### src/rtl/noc_pkg.sv
// Shared NoC router definitions: direction encodings, input indices,
// flit width and the round-robin pointer wrap helper.
package noc_pkg;

    localparam int FLIT_W = 64;
    localparam int NUM_IN = 5;

    // One-hot output direction codes.
    localparam logic [4:0] DIR_L  = 5'b10000;
    localparam logic [4:0] DIR_R  = 5'b01000;
    localparam logic [4:0] DIR_U  = 5'b00100;
    localparam logic [4:0] DIR_D  = 5'b00010;
    localparam logic [4:0] DIR_PE = 5'b00001;

    // Input indices into the request vector.
    localparam logic [2:0] IDX_L  = 3'd4;
    localparam logic [2:0] IDX_R  = 3'd3;
    localparam logic [2:0] IDX_U  = 3'd2;
    localparam logic [2:0] IDX_D  = 3'd1;
    localparam logic [2:0] IDX_PE = 3'd0;

    // Next lower-priority index, descending with wrap 0 -> 4.
    function automatic logic [2:0] next_ptr(input logic [2:0] idx);
        return (idx == IDX_PE) ? IDX_L : idx - 3'd1;
    endfunction

endpackage

### src/rtl/output_arbiter_if.sv
// Output-port bundle: requests and candidate flits from the five inputs,
// the send/ready handshake toward the neighbour, and the clear pulses back.
// master = the arbiter, slave = the surrounding router/environment.
interface output_arbiter_if #(
    parameter int DATA_WIDTH = noc_pkg::FLIT_W
);
    logic [4:0]            req_in;
    logic [DATA_WIDTH-1:0] data_l;
    logic [DATA_WIDTH-1:0] data_r;
    logic [DATA_WIDTH-1:0] data_u;
    logic [DATA_WIDTH-1:0] data_d;
    logic [DATA_WIDTH-1:0] data_pe;
    logic                  ro;
    logic                  so;
    logic [DATA_WIDTH-1:0] datao;
    logic [4:0]            buf_clear;
    logic [4:0]            grant;
    logic [4:0]            port_dir;

    modport master (
        input  req_in, data_l, data_r, data_u, data_d, data_pe, ro,
        output so, datao, buf_clear, grant, port_dir
    );

    modport slave (
        output req_in, data_l, data_r, data_u, data_d, data_pe, ro,
        input  so, datao, buf_clear, grant, port_dir
    );

endinterface

### src/rtl/rr_pick.sv
// Combinational round-robin picker: scans req from ptr downward with
// wrap 0 -> 4; the first set bit wins. gnt is one-hot (0 if no request).
module rr_pick
    import noc_pkg::*;
(
    input  logic [4:0] req,
    input  logic [2:0] ptr,
    output logic [4:0] gnt,
    output logic [2:0] win
);

    logic [2:0] idx;
    logic       found;

    // Priority scan starting at the pointer.
    always_comb begin
        // NOTE: every output gets a default before any branch so no latch is inferred.
        gnt   = '0;
        win   = ptr;
        found = 1'b0;
        idx   = ptr;
        for (int k = 0; k < NUM_IN; k++) begin
            if (!found && req[idx]) begin
                found    = 1'b1;
                gnt[idx] = 1'b1;
                win      = idx;
            end
            idx = next_ptr(idx);
        end
    end

endmodule

### src/rtl/output_arbiter.sv
// Per-output-port arbiter: round-robin grant among five inputs, one-entry
// output register with send/ready handshake, registered buf_clear pulse.
// Optional build macro ARB_STALL_CNT_EN adds a saturating stall counter.
module output_arbiter
    import noc_pkg::*;
#(
    parameter int         DATA_WIDTH = FLIT_W,
    parameter logic [4:0] DIRECTION  = DIR_PE
) (
    input  logic               clk,
    input  logic               rst,
    output_arbiter_if.master   bus
`ifdef ARB_STALL_CNT_EN
    ,
    output logic [15:0]        stall_cnt
`endif
);

    logic                  so_q, so_d;
    logic [DATA_WIDTH-1:0] datao_q, datao_d;
    logic [4:0]            buf_clear_q, buf_clear_d;
    logic [2:0]            ptr_q, ptr_d;

    logic [4:0]            eff_req;
    logic [4:0]            pick_gnt;
    logic [2:0]            pick_win;
    logic                  load_ok;
    logic [4:0]            grant;
    logic [DATA_WIDTH-1:0] cand [NUM_IN];

    assign cand[IDX_L]  = bus.data_l;
    assign cand[IDX_R]  = bus.data_r;
    assign cand[IDX_U]  = bus.data_u;
    assign cand[IDX_D]  = bus.data_d;
    assign cand[IDX_PE] = bus.data_pe;

    // An input being cleared this cycle still shows its old request; mask it
    // so the same flit cannot win twice.
    assign eff_req = bus.req_in & ~buf_clear_q;
    assign load_ok = !so_q || bus.ro;

    rr_pick u_pick (
        .req (eff_req),
        .ptr (ptr_q),
        .gnt (pick_gnt),
        .win (pick_win)
    );

    // Next-state: load winner, drain on transfer, otherwise hold.
    always_comb begin
        so_d        = so_q;
        datao_d     = datao_q;
        ptr_d       = ptr_q;
        grant       = load_ok ? pick_gnt : 5'b0;
        buf_clear_d = grant;
        if (grant != 5'b0) begin
            datao_d = cand[pick_win];
            so_d    = 1'b1;
            ptr_d   = next_ptr(pick_win);
        end else if (so_q && bus.ro) begin
            so_d = 1'b0;
        end
    end

    // State registers with synchronous active-low reset.
    always_ff @(posedge clk) begin
        // NOTE: sequential state uses non-blocking assignments only.
        if (!rst) begin
            so_q        <= 1'b0;
            datao_q     <= '0;
            buf_clear_q <= '0;
            ptr_q       <= IDX_L;
        end else begin
            so_q        <= so_d;
            datao_q     <= datao_d;
            buf_clear_q <= buf_clear_d;
            ptr_q       <= ptr_d;
        end
    end

    assign bus.so        = so_q;
    assign bus.datao     = datao_q;
    assign bus.buf_clear = buf_clear_q;
    assign bus.grant     = grant;
    assign bus.port_dir  = DIRECTION;

`ifdef ARB_STALL_CNT_EN
    logic [15:0] stall_q, stall_d;

    // Count cycles where a held flit is blocked downstream; saturate.
    always_comb begin
        stall_d = stall_q;
        if (so_q && !bus.ro && stall_q != 16'hFFFF) begin
            stall_d = stall_q + 16'd1;
        end
    end

    // Stall counter register, cleared only by reset.
    always_ff @(posedge clk) begin
        if (!rst) begin
            stall_q <= '0;
        end else begin
            stall_q <= stall_d;
        end
    end

    assign stall_cnt = stall_q;
`endif

endmodule

### src/flat_wrapper.sv
// flat-port wrapper written by rule: the top's interface ports become plain ports
module output_arbiter_flat import noc_pkg::*;
#(
    parameter int         DATA_WIDTH = FLIT_W,
    parameter logic [4:0] DIRECTION  = DIR_PE
)
  (clk, rst, bus_req_in, bus_data_l, bus_data_r, bus_data_u, bus_data_d, bus_data_pe, bus_ro, bus_so, bus_datao, bus_buf_clear, bus_grant, bus_port_dir);
  output_arbiter_if #(.DATA_WIDTH(DATA_WIDTH)) bus_i ();
  input  logic clk;
  input  logic rst;
  input wire logic [$bits(bus_i.req_in)-1:0] bus_req_in;
  input wire logic [$bits(bus_i.data_l)-1:0] bus_data_l;
  input wire logic [$bits(bus_i.data_r)-1:0] bus_data_r;
  input wire logic [$bits(bus_i.data_u)-1:0] bus_data_u;
  input wire logic [$bits(bus_i.data_d)-1:0] bus_data_d;
  input wire logic [$bits(bus_i.data_pe)-1:0] bus_data_pe;
  input wire logic [$bits(bus_i.ro)-1:0] bus_ro;
  output wire logic [$bits(bus_i.so)-1:0] bus_so;
  output wire logic [$bits(bus_i.datao)-1:0] bus_datao;
  output wire logic [$bits(bus_i.buf_clear)-1:0] bus_buf_clear;
  output wire logic [$bits(bus_i.grant)-1:0] bus_grant;
  output wire logic [$bits(bus_i.port_dir)-1:0] bus_port_dir;
  assign bus_i.req_in = bus_req_in;
  assign bus_i.data_l = bus_data_l;
  assign bus_i.data_r = bus_data_r;
  assign bus_i.data_u = bus_data_u;
  assign bus_i.data_d = bus_data_d;
  assign bus_i.data_pe = bus_data_pe;
  assign bus_i.ro = bus_ro;
  assign bus_so = bus_i.so;
  assign bus_datao = bus_i.datao;
  assign bus_buf_clear = bus_i.buf_clear;
  assign bus_grant = bus_i.grant;
  assign bus_port_dir = bus_i.port_dir;
  output_arbiter #(.DATA_WIDTH(DATA_WIDTH), .DIRECTION(DIRECTION)) u_core (.clk(clk), .rst(rst), .bus(bus_i));
endmodule
### config.mk
export PLATFORM = sky130hd
export DESIGN_NAME = output_arbiter_flat
export DESIGN_NICKNAME = d
export VERILOG_FILES = /design/src/rtl/noc_pkg.sv /design/src/rtl/output_arbiter_if.sv /design/src/rtl/rr_pick.sv /design/src/rtl/output_arbiter.sv /design/src/flat_wrapper.sv
export SDC_FILE = /design/constraint.sdc
export NUM_CORES = 1
export LEC_CHECK = 0
export BUFFER_PORTS_ARGS = -buffer_cell sky130_fd_sc_hd__buf_2
export CAP_MARGIN = 20
export CELL_PAD_IN_SITES_DETAIL_PLACEMENT = 0
export CELL_PAD_IN_SITES_GLOBAL_PLACEMENT = 1
export CORE_AREA = 2 2 157 159
export CTS_CLUSTER_SIZE = 40
export DETAILED_ROUTE_END_ITERATION = 10
export DIE_AREA = 0 0 159 161
export PLACE_DENSITY = 0.82
export SKIP_LAST_GASP = 1
export SYNTH_ARGS = -nofsm -noshare
export SYNTH_HDL_FRONTEND = slang
export SYNTH_SLANG_ARGS = --single-unit
### constraint.sdc
create_clock -name clk -period 6.5 [get_ports clk]
set_clock_uncertainty 0.05 [all_clocks]
set_input_delay 0.65 -clock clk [delete_from_list [all_inputs] [get_ports clk]]
set_output_delay 0.65 -clock clk [all_outputs]
set_load 0.03 [all_outputs]
==> metrics.txt <==
Total Wirelength=25.72 mm; placed cell area=8584 µm²; clk slew on worst S/H paths=0.07 ns; initial core utilization=26.09%; antenna cells=0; DR vias/cell=5.069; Synth cell types=73; clk_lat worst skew=~0.34 ns; GPL Wtd Cong=0.8945; via count=7254; CTS tree=done; Post-Synthesis Cells=741; status=finished, final reports clean; Worst Path Required=5.80 ns; nets=1435; Hold-fix buffers, CTS=0; Overall Global Routing Usage=19.02%; vias in the first global route=just over 7000; most frequent cells in the layout=buf_2 (402), mux2_2 (129), nand2_1 (75); largest net degree at the start of global routing=73; Die ar.=25600 µm²; Worst setup EP type=output port; setup bufs post-CTS=0; crit path time final=~5.8 ns; Detail Placement HPWL=20.26 mm; ys async rst share=0%; die width=roughly 160 µm; Slew Viols, Final=0; post-route DRC violation count=0; Hold Crit Class=reg -> reg; clk sinks=73; initial antenna violation count=1; CTS root buf=clkbuf_16; syn avg cell area=8.436 µm²; P&R area growth vs syn=42.23%; Num CTS Buffers=9; flops & latches, synth=73; sequential share of the synthesized area=23.38%; per-cell routed wire length=17.97 µm; ys flop type=dfxtp_1; post-CTS sizing=0; I/O Buffers=402; initial drt markers=430; GR Overflow Total=0; DR pass1 iterations=5; final hold slack=roughly 0.47 ns; Die Y=roughly 160 µm; DRT antenna net count=0; Arr. time, crit path=5.13 ns; Worst Path Max Fanout=15; RSZ-0062 raised after global routing=false; Hold Violations, Final=0; Worst slew margin=50.46%; setup_tns=0 ns; WS Path Type=reg -> out; post-route cell area=8891 µm²; MaxCap Viol Count=0; Syn. warnings=0; first-pass GRT wire length=between 30 and 40 mm; layout cell share with drive strength beyond 1=54.65%; final cycle utilization of the critical path=89.75%; Ports=408; Core Area=23960 µm²; Rows=57; Fmax=between 150 and 200 MHz; Fillers=2485; Worst Tran Pin Value=0.7408 ns; CTS HTree Levels=3; Longest Clk Path Bufs=2; Worst Setup Start Kind=flop; most common cell after layout, fill and taps aside=buf_2; Setup violations, final=0; Cell Area, Synth=6251 µm²; EDFF count, synth=0
## state kept, by name, summed over array words and instances, names as in the netlist
signal and count:
u_core.bus.datao 64, u_core.bus.buf_clear 5, u_core.ptr_q 3, u_core.bus.so 1
## cells by family after synthesis
kind of cell / Yosys count / synth area share, %
AOI/OAI and AO/OA: 267 / 30.76
and+or+nand+nor: 180 / 14.21
muxes: 134 / 24.04
buffers and inverters: 80 / 6.485
DFF: 73 / 23.38
adders and majority gates: 5 / 1.001
other: 2 / 0.1201
## layer usage
metal / vias up / share of wire, % / global-route usage, %
li1: 3548 / - / -
met1: 3337 / 41 / 23.40
met2: 323 / 50 / 33.64
met3: 44 / 6.4 / 3.544
met4: 2 / 2.4 / 6.033
met5: - / 0.051 / 0
## area by class of cell
cell class / count / area (µm²) / share of cell area [%]
inverter: 7 / 26.28 / 0.2955
multi-input combinational: 591 / 4432 / 49.85
clock buffer: 11 / 242.7 / 2.730
clock inverter: 5 / 63.81 / 0.7177
timing repair buffer: 420 / 2260 / 25.42
sequential: 73 / 1461 / 16.44
tap: 324 / 405.4 / 4.560
## critical path: stages, from the launching register on
cell and delay [ns]:
dfxtp_1 0.57, buf_4 0.29, nor2_1 0.11, nor3_1 0.23, ha_1 0.27, o21ai_0 0.10
a21oi_1 0.21, o21a_1 0.20, ha_1 0.27, nor2_1 0.14, nor3_1 0.22, ha_1 0.18
inv_1 0.05, o21ai_1 0.25, mux2i_1 0.23, o311ai_1 0.17, or4_1 0.47, nor3_1 0.30
nor2_1 0.13, nor2_1 0.18, buf_2 0.23
## synth_stat cells, types with 6 or more instances
library cell  instances  share of area [%]
a21oi_1               8               0.64
a22oi_1              45                5.4
a22oi_2              20                4.0
a31oi_1              65                6.5
and2_1                8               0.80
buf_1                 7               0.42
buf_2                24                1.9
buf_4                10                1.2
clkbuf_1             27                1.6
dfxtp_1              73                 23
inv_1                 7               0.42
mux2_2              129                 23
nand2_1              75                4.5
nand2b_1             10                1.0
nand3_1               9               0.72
nor2_1               25                1.5
nor2b_1               7               0.70
nor3_1               15                1.2
nor4_1                9               0.90
o21a_1                6               0.72
o21ai_0              66                5.3
o21ai_1               9               0.72
## path summary, 6_finish.rpt
path / from / endpoint / slack [ns] / cells past startpoint
max: u_core.ptr_q[0] / bus_grant[3] / 0.67 / 20
min: u_core.bus.datao[36] / u_core.bus.datao[36] / 0.47 / 2
max reg2reg: u_core.ptr_q[0] / u_core.ptr_q[1] / 0.84 / 22
min reg2reg: u_core.bus.datao[36] / u_core.bus.datao[36] / 0.47 / 2
## stage by stage
stage               utilization (%)  instances  setup slack (ns)
finish                        37.10       1431            0.6666
global route                  37.10       1431           0.08836
CTS                           37.10       1431            0.7254
global placement              35.74       1414             1.002
floorplan                         -        744            0.8661
detailed placement            35.82       1415            0.9114
Power is left out: the tool's default activity adds up to more than one toggle a clock period on the data nets, which glitch-free logic cannot reach.
